===== src/rtl/kuuga_mem_arbiter.sv =====
// kuuga_mem_arbiter: shares one AXI4-Lite master between the Kuuga fetch and LSU ports, one transaction at a time.
// Define KUUGA_ARB_DATA_PRIORITY_EN for fixed data priority; otherwise contention is resolved round-robin.
module kuuga_mem_arbiter #(
  parameter int ADDR_WIDTH = 32,
  parameter int DATA_WIDTH = 32
) (
  input  logic                    clk,
  input  logic                    rst_n,
  input  logic                    instr_req_i,
  input  logic [ADDR_WIDTH-1:0]   instr_addr_i,
  output logic                    instr_gnt_o,
  output logic                    instr_rvalid_o,
  output logic [DATA_WIDTH-1:0]   instr_rdata_o,
  output logic                    instr_err_o,
  input  logic                    data_req_i,
  input  logic                    data_we_i,
  input  logic [DATA_WIDTH/8-1:0] data_be_i,
  input  logic [ADDR_WIDTH-1:0]   data_addr_i,
  input  logic [DATA_WIDTH-1:0]   data_wdata_i,
  output logic                    data_gnt_o,
  output logic                    data_rvalid_o,
  output logic [DATA_WIDTH-1:0]   data_rdata_o,
  output logic                    data_err_o,
  output logic [ADDR_WIDTH-1:0]   m_axi_awaddr,
  output logic [2:0]              m_axi_awprot,
  output logic                    m_axi_awvalid,
  input  logic                    m_axi_awready,
  output logic [DATA_WIDTH-1:0]   m_axi_wdata,
  output logic [DATA_WIDTH/8-1:0] m_axi_wstrb,
  output logic                    m_axi_wvalid,
  input  logic                    m_axi_wready,
  input  logic [1:0]              m_axi_bresp,
  input  logic                    m_axi_bvalid,
  output logic                    m_axi_bready,
  output logic [ADDR_WIDTH-1:0]   m_axi_araddr,
  output logic [2:0]              m_axi_arprot,
  output logic                    m_axi_arvalid,
  input  logic                    m_axi_arready,
  input  logic [DATA_WIDTH-1:0]   m_axi_rdata,
  input  logic [1:0]              m_axi_rresp,
  input  logic                    m_axi_rvalid,
  output logic                    m_axi_rready
);
  typedef enum logic [2:0] {
    S_IDLE    = 3'd0,
    S_RD_ADDR = 3'd1,
    S_RD_DATA = 3'd2,
    S_WR_REQ  = 3'd3,
    S_WR_RESP = 3'd4
  } state_t;

  localparam logic OWNER_INSTR = 1'b0;
  localparam logic OWNER_DATA  = 1'b1;

  state_t                    r_state, w_next_state;
  logic                      r_owner, r_we, r_aw_done, r_w_done;
  logic [ADDR_WIDTH-1:0]     r_addr;
  logic [DATA_WIDTH-1:0]     r_wdata;
  logic [DATA_WIDTH/8-1:0]   r_be;
  logic                      r_instr_rvalid, r_instr_err, r_data_rvalid, r_data_err;
  logic [DATA_WIDTH-1:0]     r_instr_rdata, r_data_rdata;
  logic                      w_grant_instr, w_grant_data, w_grant;
  logic                      w_aw_hs, w_w_hs, w_r_hs, w_b_hs;
`ifndef KUUGA_ARB_DATA_PRIORITY_EN
  logic                      r_last_owner;
`endif

  // Arbitration: grants are only issued in IDLE
  always_comb begin
    w_grant_instr = 1'b0;
    w_grant_data  = 1'b0;
    if (r_state == S_IDLE) begin
      if (instr_req_i && data_req_i) begin
`ifdef KUUGA_ARB_DATA_PRIORITY_EN
        w_grant_data = 1'b1;
`else
        if (r_last_owner == OWNER_DATA) begin
          w_grant_instr = 1'b1;
        end else begin
          w_grant_data = 1'b1;
        end
`endif
      end else begin
        w_grant_instr = instr_req_i;
        w_grant_data  = data_req_i;
      end
    end else begin
      w_grant_instr = 1'b0;
      w_grant_data  = 1'b0;
    end
  end

  assign w_grant     = w_grant_instr | w_grant_data;
  assign instr_gnt_o = w_grant_instr;
  assign data_gnt_o  = w_grant_data;

  assign w_aw_hs = m_axi_awvalid & m_axi_awready;
  assign w_w_hs  = m_axi_wvalid & m_axi_wready;
  assign w_r_hs  = (r_state == S_RD_DATA) & m_axi_rvalid;
  assign w_b_hs  = (r_state == S_WR_RESP) & m_axi_bvalid;

  // State register
  always_ff @(posedge clk or negedge rst_n) begin
    if (!rst_n) begin
      r_state <= S_IDLE;
    end else begin
      r_state <= w_next_state;
    end
  end

  // Next-state logic
  always_comb begin
    w_next_state = r_state;
    case (r_state)
      S_IDLE: begin
        if (w_grant) begin
          w_next_state = (w_grant_data && data_we_i) ? S_WR_REQ : S_RD_ADDR;
        end else begin
          w_next_state = S_IDLE;
        end
      end
      S_RD_ADDR: w_next_state = m_axi_arready ? S_RD_DATA : S_RD_ADDR;
      S_RD_DATA: w_next_state = m_axi_rvalid ? S_IDLE : S_RD_DATA;
      S_WR_REQ: begin
        if ((r_aw_done || w_aw_hs) && (r_w_done || w_w_hs)) begin
          w_next_state = S_WR_RESP;
        end else begin
          w_next_state = S_WR_REQ;
        end
      end
      S_WR_RESP: w_next_state = m_axi_bvalid ? S_IDLE : S_WR_RESP;
      default:   w_next_state = S_IDLE;
    endcase
  end

  // AXI channel controls; AW and W each drop on their own handshake
  always_comb begin
    m_axi_arvalid = 1'b0;
    m_axi_rready  = 1'b0;
    m_axi_awvalid = 1'b0;
    m_axi_wvalid  = 1'b0;
    m_axi_bready  = 1'b0;
    case (r_state)
      S_RD_ADDR: m_axi_arvalid = 1'b1;
      S_RD_DATA: m_axi_rready  = 1'b1;
      S_WR_REQ: begin
        m_axi_awvalid = ~r_aw_done;
        m_axi_wvalid  = ~r_w_done;
      end
      S_WR_RESP: m_axi_bready = 1'b1;
      default: m_axi_arvalid = 1'b0;
    endcase
  end

  assign m_axi_awaddr = r_addr;
  assign m_axi_araddr = r_addr;
  assign m_axi_awprot = 3'b000;
  assign m_axi_arprot = 3'b000;
  assign m_axi_wdata  = r_wdata;
  assign m_axi_wstrb  = r_be;

  // Request capture on grant and write-handshake tracking
  always_ff @(posedge clk or negedge rst_n) begin
    if (!rst_n) begin
      r_owner   <= OWNER_DATA;
      r_we      <= 1'b0;
      r_addr    <= '0;
      r_wdata   <= '0;
      r_be      <= '0;
      r_aw_done <= 1'b0;
      r_w_done  <= 1'b0;
    end else if (w_grant) begin
      r_owner   <= w_grant_data ? OWNER_DATA : OWNER_INSTR;
      r_we      <= w_grant_data & data_we_i;
      r_addr    <= w_grant_data ? data_addr_i : instr_addr_i;
      r_wdata   <= w_grant_data ? data_wdata_i : '0;
      r_be      <= w_grant_data ? data_be_i : '0;
      r_aw_done <= 1'b0;
      r_w_done  <= 1'b0;
    end else begin
      r_aw_done <= r_aw_done | w_aw_hs;
      r_w_done  <= r_w_done | w_w_hs;
    end
  end

`ifndef KUUGA_ARB_DATA_PRIORITY_EN
  // Round-robin history; resets to DATA so the first contention favours INSTR
  always_ff @(posedge clk or negedge rst_n) begin
    if (!rst_n) begin
      r_last_owner <= OWNER_DATA;
    end else if (w_grant) begin
      r_last_owner <= w_grant_data ? OWNER_DATA : OWNER_INSTR;
    end else begin
      r_last_owner <= r_last_owner;
    end
  end
`endif

  // Completion: capture response on the R/B handshake, pulse owner's rvalid next cycle
  always_ff @(posedge clk or negedge rst_n) begin
    if (!rst_n) begin
      r_instr_rvalid <= 1'b0;
      r_instr_err    <= 1'b0;
      r_instr_rdata  <= '0;
      r_data_rvalid  <= 1'b0;
      r_data_err     <= 1'b0;
      r_data_rdata   <= '0;
    end else begin
      r_instr_rvalid <= w_r_hs & (r_owner == OWNER_INSTR);
      r_instr_err    <= w_r_hs & (r_owner == OWNER_INSTR) & (m_axi_rresp != 2'b00);
      r_data_rvalid  <= (w_r_hs | w_b_hs) & (r_owner == OWNER_DATA);
      r_data_err     <= (r_owner == OWNER_DATA) &
                        ((w_r_hs & (m_axi_rresp != 2'b00)) | (w_b_hs & (m_axi_bresp != 2'b00)));
      if (w_r_hs && (r_owner == OWNER_INSTR)) begin
        r_instr_rdata <= m_axi_rdata;
      end else begin
        r_instr_rdata <= r_instr_rdata;
      end
      if (w_r_hs && (r_owner == OWNER_DATA)) begin
        r_data_rdata <= m_axi_rdata;
      end else begin
        r_data_rdata <= r_data_rdata;
      end
    end
  end

  assign instr_rvalid_o = r_instr_rvalid;
  assign instr_err_o    = r_instr_err;
  assign instr_rdata_o  = r_instr_rdata;
  assign data_rvalid_o  = r_data_rvalid;
  assign data_err_o     = r_data_err;
  assign data_rdata_o   = r_data_rdata;
endmodule

===== config.mk =====
export PLATFORM = sky130hd
export DESIGN_NAME = kuuga_mem_arbiter
export DESIGN_NICKNAME = d
export VERILOG_FILES = /design/src/rtl/kuuga_mem_arbiter.sv
export SDC_FILE = /design/constraint.sdc
export NUM_CORES = 1
export LEC_CHECK = 0
export CORE_MARGIN = 4
export CORE_UTILIZATION = 40
export CTS_CLUSTER_SIZE = 10
export DETAILED_ROUTE_END_ITERATION = 8
export PLACE_DENSITY = 0.87
export SYNTH_ARGS = -nofsm -noshare
export SYNTH_HDL_FRONTEND = slang
export SYNTH_SLANG_ARGS = --single-unit

===== constraint.sdc =====
create_clock -name clk -period 2.25 [get_ports clk]
set_input_delay 0.45 -clock clk [delete_from_list [all_inputs] [get_ports clk]]
set_output_delay 0.45 -clock clk [all_outputs]
set_load 0.01 [all_outputs]

**Word level (Yosys, flattened, before mapping)**

Cells that the tools add are included.
W data, S select, Z words.

- Register bits: 142
- Input port bits: 146
- Output and inout port bits: 181
- Logic and storage cells: 69

- Reductions and logical operators: 10
- Bitwise gates (word level): 18
- Muxes and demuxes: 24
- Eq/ne operators: 4

Operators by type and width:

| operator | count |
|---|---|
| $mux W32 | 2 |
| $pmux W3 S5 | 1 |
| $mux W1 | 14 |
| $and A1 B1 Y1 | 10 |
| $mux W2 | 4 |
| $eq A3 B2 Y1 const B | 2 |
| $mux W3 | 2 |
| $logic_and A1 B1 Y1 | 5 |
| $or A1 B1 Y1 | 5 |
| $mux W4 | 1 |
| $reduce_bool A2 Y1 | 2 |
| $eq A3 B1 Y1 const B | 1 |
| $eq A3 B3 Y1 const B | 1 |
| $logic_not A3 Y1 | 1 |
| $not A1 Y1 | 3 |
| $logic_or A1 B1 Y1 | 2 |

**Logic depth before layout (Yosys ltp)**

Gate-level depths: netlist of run 1.

- Depth after elaboration: 7
- Mapped depth: 7
- Gate-level depth less buffers: 3

**Least setup slack after synthesis of run 1**

OpenSTA, ideal clock, no wires.

- Kind: reg-to-output
- Start: reg r_state[1]
- End: out instr_gnt_o
- Arrival time: 1.316 ns
- Buffers on the path: 3
- Data required time: 1.800 ns
- Path slack: 0.484 ns
- Cell stages (with the launch flop): 6
- Cell sequence: dfrtp_1 > buf_6 > or3_1 > buf_6 > clkbuf_1 > nor2_1

- Word-level cells in the longest chain between the ends: 2

RTL lines:

| element | RTL line | source |
|---|---|---|
| start, declared | 55 | `state_t r_state, w_next_state;` |
| start signal, assigned | 107 | `r_state <= w_next_state;` |
| $logic_not A3 Y1 | 72 | `if (r_state == S_IDLE) begin` |
| $mux W1 | 72 |  |
| end, declared | 11 | `output logic instr_gnt_o,` |

Every way passes these cells.

**Worst setup path after layout of run 1**

- Start: reg r_state[2]
- End: out instr_gnt_o

The elaborated chain is that of the path after synthesis.

==> results of run 1 <==
-- worst max-delay path, delay by kind of cell, from the launching register on --
family	cells	cell delay, ps
buffers and inverters	2	450
flip-flops	1	370
AND/OR/NAND/NOR	2	480
-- layout make-up --
type                       count  area share
clock buffer                  19     0.04321
sequential                   142      0.3548
tap                          188     0.02348
inverter                       2   0.0007493
timing repair buffer         350      0.3504
multi-input combinational    274      0.2120
clock inverter                13     0.01536
-- power groups by stage --
stage / Combinational (mW) / Clock, mW / Sequential, mW
global route: 7.37 / 2.97 / 4.66
CTS: 6.97 / 2.86 / 4.53
finish: 6.92 / 2.80 / 4.52
floorplan: 2.98 / 0 / 4.89
global placement: 6.80 / 0 / 4.49
detailed placement: 6.97 / 0 / 4.52
-- worst paths after layout --
kind | startpoint | to
max reg2reg | r_state[2]$_DFF_PN0_ | m_axi_wdata[8]$_DFFE_PN0P_
min in group asynchronous | rst_n | instr_rdata_o[17]$_DFFE_PN0P_
max | r_state[2]$_DFF_PN0_ | instr_gnt_o
min reg2reg | m_axi_wdata[6]$_DFFE_PN0P_ | m_axi_wdata[6]$_DFFE_PN0P_
max in group asynchronous | rst_n | r_last_owner$_DFFE_PN1P_
min | m_axi_wdata[6]$_DFFE_PN0P_ | m_axi_wdata[6]$_DFFE_PN0P_
-- routing by layer --
layer  track usage  share of wire  wire length, um
met1        0.2511           0.38             7415
met2        0.3820           0.51             9925
met3       0.06920          0.076             1464
met4       0.08718          0.029              554
met5             0              0                0
-- metrics by stage --
step                setup WS (ps)  utilization  cell area, um2  total power [mW]  hold slack [ps]
finish                      82.62       0.6591           10020             14.23            499.0
global route                7.924       0.6591           10020             15.00            514.1
CTS                         3.254       0.6587           10010             14.36            502.4
detailed placement         -67.31       0.6196            9419             11.49            403.5
global placement           -49.38       0.6196            9419             11.28            406.6
floorplan                   484.3            -            6212             7.867            154.4
-- registers in the layout, summed over array words and instances (netlist names) --
| signal | flops |
|---|---|
| data_err_o | 1 |
| data_rdata_o | 32 |
| data_rvalid_o | 1 |
| instr_err_o | 1 |
| instr_rdata_o | 32 |
| instr_rvalid_o | 1 |
| m_axi_araddr | 32 |
| m_axi_wdata | 32 |
| m_axi_wstrb | 4 |
| r_aw_done | 1 |
| r_last_owner | 1 |
| r_state | 3 |
| r_w_done | 1 |
-- Yosys cell counts, types with 3 or more instances --
cell type	count	area (um2)
nor3b_1	3	22.52
dfrtp_1	141	3528
buf_6	7	78.83
clkbuf_1	15	56.30
nor2_1	7	26.28
nand3_1	33	165.2
o21ai_0	34	170.2
a22o_1	36	315.3
a31oi_1	33	206.5
buf_4	38	285.3
a21oi_1	36	180.2
mux2_4	28	420.4
mux2_2	36	405.4
buf_2	18	90.09
-- cell usage in the layout (no fill, tap or decap), types with 3 or more instances in the layout --
cell / synthesis / layout
mux2_2: 36 / 36
dlygate4sd2_1: 0 / 6
clkinvlp_4: 0 / 3
mux2_4: 28 / 28
conb_1: 1 / 6
inv_6: 0 / 4
clkbuf_16: 0 / 17
nor2_1: 7 / 7
dfrtp_1: 141 / 141
nand3_1: 33 / 33
clkdlybuf4s50_1: 0 / 312
a22o_1: 36 / 36
buf_4: 38 / 21
o21ai_0: 34 / 34
a21oi_1: 36 / 36
buf_12: 0 / 7
a31oi_1: 33 / 33
-- cell families (layout without fill, tap and decap cells) --
kind of cell,after synthesis,count (layout),synth area share
and+or+nand+nor,59,59,0.05475
buffers and inverters,82,384,0.08849
DFF,142,142,0.5739
other,1,6,0.0006055
muxes,64,64,0.1333
AOI/OAI and AO/OA,145,145,0.1489
-- timing repair --
| item | 4_1_cts | 5_1_grt |
|---|---|---|
| hold buffers | 1 | 0 |
| cloned | 0 | 0 |
| endpoints found under the hold margin | 41 | 0 |
| setup endpoints to repair | 7 | 2 |
| gates resized for setup | 9 | 2 |
| pin swaps | 1 | 1 |
| setup buffers | 0 | 1 |
==> qor.csv, run 1 <==
stage,metric,value,unit
run_status,status,completed,
final_layout,antenna cells,0,
die,chip height,132.4,um
sta,Clock Skew,7.622,ps
sta,setup violators final,0,
setup_path,Reg2Reg Depth,6,
cts,Max Root-Sink Buffers,2,
die,total die area,17540,um2
setup_path,crit path kind,register to primary output,
pwr,Clock power frac,0.196,
sta,fmax,0.4614,GHz
run,max-cap violations,0,
cts,clk_lat worst skew,410,ps
global_routing,wire length of the first global-routing pass,30220,um
final_layout,flip-flop and latch area,3555,um2
synth,Cells after Synth,493,
synth,#FFs+latches synth,142,
final_layout,share of layout cells above drive strength 1,0.1688,
synth,sequential area share after synthesis,0.5739,
setup_path,critical path's largest stage delay,380,ps
setup_path,FF-to-FF setup slack,320,ps
pwr,Leak Pwr,4.231,nW
global_routing,maximum number of pins on one net before global-route repair,68,
setup_path,Slowest cell on crit path,or3_1,
drt,DR vias,5173,
final_layout,FILL cells,1120,
drt,drt total wl,19360,um
hold_path,hold depth,1,
setup_path,WP data required,1800,ps
synth,Mean Syn Cell Area,12.56,um2
hold_path,worst hold path type,register to register,
die,core area,15200,um2
synth,YS warnings,0,
final_layout,Area Growth Syn to Fin,61.78,%
global_routing,vias in the first global route,5531,
placed_design,GP Congestion,0.8125,
synth,"Primary FF master, synth",dfrtp_1,
setup_path,startpoint types,register,
die,initial core utilization,0.4074,
drt,post-route ant nets,0,
synth,area of the mapped netlist,6193,um2
drt,remaining routing DRC violations,0,
sta,Worst slew margin,0.5517,
final_layout,footprint of the multi-input gates,2125,um2
cts,CTS Buf Count,17,
placed_design,post-DP HPWL,14300,um
pwr,Int Pwr,9.421,mW
pwr,Flop pwr share,0.318,
global_routing,initial antenna violation count,0,
sta,RSZ-0062 raised after global routing,no,
synth,number of distinct library cells after synthesis,36,
drt,DR vias/cell,5.236,
final_layout,Nets,933,
drt,routed len/inst,19.59,um
die,row count,45,
sta,Fin Setup TNS,0,ps
drt,DRT Pass-1 Iters,4,
pwr,Combinational Power Share,0.486,
pwr,Max VDD drop,0.7911,mV
pwr,Sw Share,0.3382,
sta,fin crit share,0.9633,
sta,max-slew violation count,0,
cts,clock-pin transition on the worst setup and hold timing paths,60,ps
sta,Final Hold Vio Count,0,
global_routing,GR Util All Layers,0.2193,
cts,TritonCTS clock tree,done,
cts,CTS Sinks,142,
cts,H-tree depth,4,
pwr,PwrDens,1421,nW/um2
drt,First DRT Iteration DRCs,267,
die,Die Wd,132.4,um
synth,number of synthesized flops with an enable pin,0,
sta,worst slew pin tran,672.5,ps
setup_path,CP Cell Sequence,or3_1 -> buf_6 -> nor2_1 -> dlygate4sd2_1,
setup_path,Worst Setup End Kind,primary output,
die,# IOs,327,
sta,Period minus WS final,2167,ps
synth,fraction of registers with async set/reset,1.000,
setup_path,CP Max Fanout,18,
pwr,Net Sw Power,4.814,mW
global_routing,grt total ovfl,0,
setup_path,crit path DAT,1720,ps
final_layout,fin cells,988,
cts,Clock Tree Root,clkbuf_16,
placed_design,placed cells,954,
placed_design,Port-buffer cells,320,
(Power assumes the default switching activity.)
==> run 2, diff against run 1 <==
==> constraint.sdc (replaced) <==
create_clock -name clk -period 2.25 [get_ports clk]
set_input_delay 0.3375 -clock clk [delete_from_list [all_inputs] [get_ports clk]]
set_output_delay 0.3375 -clock clk [all_outputs]
set_load 0.01 [all_outputs]
==> qor.csv, run 2 (same netlist as run 1, synthesis figures left out) <==
stage,metric,value,unit,change
cts,Max Root-Sink Buffers,2,,unchanged
placed_design,GP Congestion,0.8185,,was 0.8125
drt,wire length on met1,7164,um,was 7415 um
drt,DRT Pass-1 Iters,4,,unchanged
global_routing,maximum number of pins on one net before global-route repair,68,,unchanged
cts,CTS Sinks,142,,unchanged
final_layout,Area Growth Syn to Fin,61.62,%,was 61.78%
cts,TritonCTS clock tree,done,,unchanged
sta,worst slew pin tran,822.3,ps,was 672.5 ps
placed_design,Post-Place Setup Slack,85.82,ps,was -67.31 ps
drt,DR vias,5157,,was 5173
sta,setup violators final,0,,unchanged
setup_path,Slowest cell on crit path,or3_4,,was or3_1
drt,highest routed metal layer,met4,,unchanged
final_layout,most frequent cells in the layout,"clkdlybuf4s50_1, dfrtp_1, a21oi_1, a22o_1, mux2_2",,unchanged
global_routing,wire length of the first global-routing pass,29100,um,was 30220 um
die,core area,15200,um2,unchanged
die,initial core utilization,0.4074,,unchanged
setup_path,crit path DAT,1720,ps,about the same
setup_path,Worst Setup End Kind,primary output,,unchanged
cts,clock-pin transition on the worst setup and hold timing paths,60,ps,about the same
pwr,PwrDens,1417,nW/um2,was 1421 nW/um2
die,row count,45,,unchanged
sta,Fin Setup TNS,0,ps,unchanged
final_layout,flip-flop and latch area,3555,um2,unchanged
drt,post-route ant nets,0,,unchanged
placed_design,post-DP HPWL,13780,um,was 14300 um
sta,fmax,0.4854,GHz,was 0.4614 GHz
setup_path,critical path's largest stage delay,440,ps,was 380 ps
final_layout,antenna cells,0,,unchanged
run,max-cap violations,0,,unchanged
final_layout,"most common cell after layout, fill and taps aside",clkdlybuf4s50_1,,unchanged
drt,DR vias/cell,5.252,,was 5.236
drt,routed len/inst,19.06,um,was 19.59 um
global_routing,vias in the first global route,5380,,was 5531
final_layout,share of layout cells above drive strength 1,0.1625,,was 0.1688
global_routing,grt total ovfl,0,,unchanged
pwr,Leak Pwr,4.245,nW,was 4.231 nW
drt,First DRT Iteration DRCs,284,,was 267
final_layout,Nets,927,,was 933
sta,max-slew violation count,0,,unchanged
die,# IOs,327,,unchanged
drt,drt total wl,18710,um,was 19360 um
sta,Worst slew margin,0.4518,,was 0.5517
cts,clk_lat worst skew,420,ps,was 410 ps
sta,fin crit share,0.9156,,was 0.9633
sta,Final Hold Vio Count,0,,unchanged
setup_path,WP data required,1910,ps,was 1800 ps
pwr,Final Power,14.18,mW,was 14.23 mW
cts,H-tree depth,4,,unchanged
pwr,Max VDD drop,0.7328,mV,was 0.7911 mV
final_layout,FILL cells,1132,,was 1120
drt,met3 WL,1429,um,was 1464 um
run_status,status,completed,,unchanged
setup_path,CP Max Fanout,3,,was 18
drt,remaining routing DRC violations,0,,unchanged
setup_path,CP Cell Sequence,or3_4 -> nor2_4 -> dlygate4sd2_1,,was or3_1 -> buf_6 -> nor2_1 -> dlygate4sd2_1
global_routing,GR Util All Layers,0.2096,,was 0.2193
final_layout,footprint of the multi-input gates,2130,um2,was 2125 um2
setup_path,startpoint types,register,,unchanged
hold_path,worst hold path type,input pin to asynchronous set/reset pin,,was register to register
drt,DR WL met2,9673,um,was 9925 um
die,chip height,132.4,um,unchanged
sta,Clock Skew,6.957,ps,was 7.622 ps
global_routing,initial antenna violation count,0,,unchanged
cts,CTS Buf Count,17,,unchanged
die,Die Wd,132.4,um,unchanged
cts,Clock Tree Root,clkbuf_16,,unchanged
placed_design,Placed Area,9394,um2,was 9419 um2
setup_path,crit path kind,register to primary output,,unchanged
placed_design,Port-buffer cells,320,,unchanged
final_layout,fin area,10010,um2,was 10020 um2
sta,RSZ-0062 raised after global routing,no,,unchanged
sta,Period minus WS final,2060,ps,was 2167 ps
sta,Final WS setup,189.8,ps,was 82.62 ps
die,total die area,17540,um2,unchanged
==> run 2: cell count changes in the layout (fill, tap and decap cells not counted), sizes merged <==
| cell | before | now |
|---|---|---|
| buf | 30 | 24 |
| inv | 8 | 5 |
| clkinvlp | 3 | 1 |
| clkbuf | 20 | 19 |
| dlymetal6s2s | 0 | 2 |
| clkinv | 2 | 6 |
| dlygate4sd2 | 6 | 5 |
| bufinv | 2 | 3 |
==> run 2: final cells by class <==
cell class / count / share of cell area
clock inverters: 13 / 0.01637
multi-input cells: 274 / 0.2127
clock buffers: 19 / 0.04325
flip-flops and latches: 142 / 0.3551
well taps: 188 / 0.02350
repair buffers: 344 / 0.3482
inverters: 2 / 0.0007500
==> run 2: timing repair <==
action                                  CTS  global route
endpoints found under the hold margin    43             0
resized for setup                         7             2
endpoints found under the setup margin    5             2
buffers inserted                          0             0
hold buffers                              1             0
==> run 2: layer usage <==
layer	global-route usage	vias to the layer above
met2	0.3653	286
met4	0.07390	0
met5	0	-
li1	-	2328
met1	0.2439	2510
met3	0.06616	33
==> run 2: per-stage QoR <==
| stage | utilization | hold slack [ps] | cells |
|---|---|---|---|
| detailed placement | 0.6179 | 294.3 | 949 |
| floorplan | - | 41.91 | 498 |
| global route | 0.6584 | 442.0 | 982 |
| global placement | 0.6179 | 297.4 | 949 |
| CTS | 0.6581 | 424.7 | 982 |
| finish | 0.6584 | 420.6 | 982 |
==> run 2: power breakdown <==
part	switching, mW	total (mW)	internal [mW]
Sequential	0.791	4.52	3.72
Combinational	2.83	6.83	4.00
Clock	1.09	2.84	1.75
==> run 2: worst paths after layout <==
check / startpoint / to / slack, ps / depth (start not counted)
worst min-delay path: rst_n / instr_rdata_o[6]$_DFFE_PN0P_ / 420 / 2
min in group clk: data_addr_i[16] / m_axi_araddr[16]$_DFFE_PN0P_ / 490 / 3
worst max register to register: r_state[2]$_DFF_PN0_ / m_axi_araddr[27]$_DFFE_PN0P_ / 380 / 4
max in group asynchronous: rst_n / instr_rdata_o[28]$_DFFE_PN0P_ / 1210 / 3
worst min register to register: m_axi_wstrb[0]$_DFFE_PN0P_ / m_axi_wstrb[0]$_DFFE_PN0P_ / 500 / 1
worst max-delay path: r_state[2]$_DFF_PN0_ / data_gnt_o / 190 / 3
==> run 2: worst max-delay path: cells and delay by family (launching register included) <==
family | cells | cell delay (ps)
buffers and inverters | 1 | 280
DFF | 1 | 410
and+or+nand+nor | 2 | 610
==> run 3, diff against run 2 <==
CORE_UTILIZATION = 36   (was 40)
PLACE_DENSITY = 0.83   (was 0.87)
clock period = 1.71 ns   (was 2.25 ns; I/O delays follow)
==> qor.csv, run 3 (same netlist as run 1, synthesis figures left out) <==
stage,metric,value,unit,change
sta,fin crit share,1.047,,
setup_path,crit path kind,register to primary output,,unchanged
cts,TritonCTS clock tree,done,,unchanged
global_routing,wire length of the first global-routing pass,30660,um,was 29100 um
die,Die Wd,139.2,um,was 132.4 um
pwr,PwrDens,1840,nW/um2,was 1417 nW/um2
placed_design,GP Congestion,0.8158,,was 0.8185
final_layout,flip-flop and latch area,3555,um2,unchanged
sta,fmax,0.5584,GHz,
setup_path,startpoint types,register,,unchanged
setup_path,Worst Setup End Kind,primary output,,unchanged
sta,Period minus WS final,1791,ps,
pwr,Final Power,18.92,mW,was 14.18 mW
final_layout,antenna cells,0,,unchanged
cts,Max Root-Sink Buffers,2,,unchanged
global_routing,grt total ovfl,0,,unchanged
run,max-cap violations,0,,unchanged
cts,Clock Tree Root,clkbuf_16,,unchanged
final_layout,Area Growth Syn to Fin,65.98,%,was 61.62%
drt,remaining routing DRC violations,0,,unchanged
global_routing,initial antenna violation count,0,,unchanged
drt,drt total wl,20100,um,was 18710 um
drt,First DRT Iteration DRCs,199,,was 284
global_routing,maximum number of pins on one net before global-route repair,51,,was 68
sta,Clock Skew,8.114,ps,was 6.957 ps
cts,clock-pin transition on the worst setup and hold timing paths,60,ps,about the same
placed_design,Port-buffer cells,320,,unchanged
die,core area,16700,um2,was 15200 um2
die,total die area,19370,um2,was 17540 um2
final_layout,most frequent cells in the layout,"clkdlybuf4s50_1, dfrtp_1, a21oi_1, a22o_1, mux2_2",,unchanged
cts,H-tree depth,4,,unchanged
global_routing,GR Util All Layers,0.1984,,was 0.2096
sta,max-slew violation count,0,,unchanged
die,row count,47,,was 45
placed_design,post-DP HPWL,14650,um,was 13780 um
drt,DRT Pass-1 Iters,5,,was 4
cts,CTS Sinks,142,,unchanged
drt,DR vias,5259,,was 5157
placed_design,Placed Area,9512,um2,was 9394 um2
pwr,Max VDD drop,0.9656,mV,was 0.7328 mV
drt,post-route ant nets,0,,unchanged
drt,routed len/inst,19.48,um,was 19.06 um
sta,setup violators final,31,,was 0
final_layout,share of layout cells above drive strength 1,0.1970,,was 0.1625
cts,clk_lat worst skew,420,ps,about the same
drt,DR vias/cell,5.096,,was 5.252
final_layout,fin area,10280,um2,was 10010 um2
run_status,failing checks,negative setup slack,,
setup_path,WP data required,1450,ps,was 1910 ps
setup_path,CP Max Fanout,3,,unchanged
final_layout,Final Util,0.6155,,was 0.6584
sta,RSZ-0062 raised after global routing,yes,,was no
final_layout,FILL cells,1323,,was 1132
global_routing,vias in the first global route,5474,,was 5380
die,# IOs,327,,unchanged
setup_path,crit path DAT,1530,ps,was 1720 ps
final_layout,"most common cell after layout, fill and taps aside",clkdlybuf4s50_1,,unchanged
pwr,Leak Pwr,4.329,nW,was 4.245 nW
die,initial core utilization,0.3708,,was 0.4074
sta,hold_ws,246.7,ps,was 420.6 ps
cts,CTS Buf Count,17,,unchanged
run_status,status,"complete, but fails checks",,was completed
final_layout,footprint of the multi-input gates,2163,um2,was 2130 um2
hold_path,worst hold path type,input pin to asynchronous set/reset pin,,unchanged
final_layout,Nets,945,,was 927
sta,Final Hold Vio Count,0,,unchanged
die,chip height,139.2,um,was 132.4 um
sta,Final WS setup,-80.97,ps,was 189.8 ps
## run 3: cell type report
cell class | count | area share
timing repair buffer | 362 | 0.3601
sequential | 142 | 0.3458
multi-input combinational | 274 | 0.2104
clock buffer | 17 | 0.04138
tap | 220 | 0.02678
clock inverter | 15 | 0.01473
inverter | 2 | 0.0007303
## run 3: worst max-delay path, cell delays in order (launching register included)
cell,delay [ps]
dfrtp_1,400
or3_4,410
buf_6,140
nor2_4,80
buf_6,100
## run 3: through the flow
step / cells / worst slack (ps) / setup TNS, ps
global route: 1032 / -149.3 / -4847
detailed placement: 993 / -299.9 / -19990
floorplan: 498 / 81.24 / 0
finish: 1032 / -80.97 / -836.5
global placement: 993 / -294.3 / -18260
CTS: 1026 / -113.7 / -1200
## run 3: timing repair
action,CTS,global route
setup buffers,0,1
resized for setup,45,5
endpoints found under the hold margin,128,0
pin swaps,4,2
hold buffers,1,0
gates cloned,0,5
setup endpoints to repair,57,133
## run 3: per-layer routing
metal | GRT usage | vias up | wire (um)
met5 | 0 | - | 0
met4 | 0.07364 | 0 | 539
met3 | 0.05241 | 37 | 1234
li1 | - | 2369 | -
met2 | 0.3327 | 244 | 10050
met1 | 0.2472 | 2609 | 8276
## run 3: worst paths after layout
path                                            start                            end  slack (ps)  cells after the start
min in group clk                      data_addr_i[24]   m_axi_araddr[24]$_DFFE_PN0P_         410                      3
max                              r_state[1]$_DFF_PN0_                    instr_gnt_o         -80                      4
max reg2reg                      r_state[0]$_DFF_PN0_   instr_rdata_o[2]$_DFFE_PN0P_         -50                      6
min reg2reg                m_axi_wdata[5]$_DFFE_PN0P_     m_axi_wdata[5]$_DFFE_PN0P_         500                      1
min                                             rst_n  instr_rdata_o[10]$_DFFE_PN0P_         250                      2
max in group asynchronous                       rst_n    m_axi_wdata[15]$_DFFE_PN0P_         920                      3
## run 3: power by group
| part | total (mW) | switching (mW) | internal [mW] |
|---|---|---|---|
| Sequential | 5.90 | 1.00 | 4.90 |
| Combinational | 9.40 | 3.91 | 5.49 |
| Clock | 3.62 | 1.56 | 2.05 |
| Total | 18.9 | 6.47 | 12.4 |
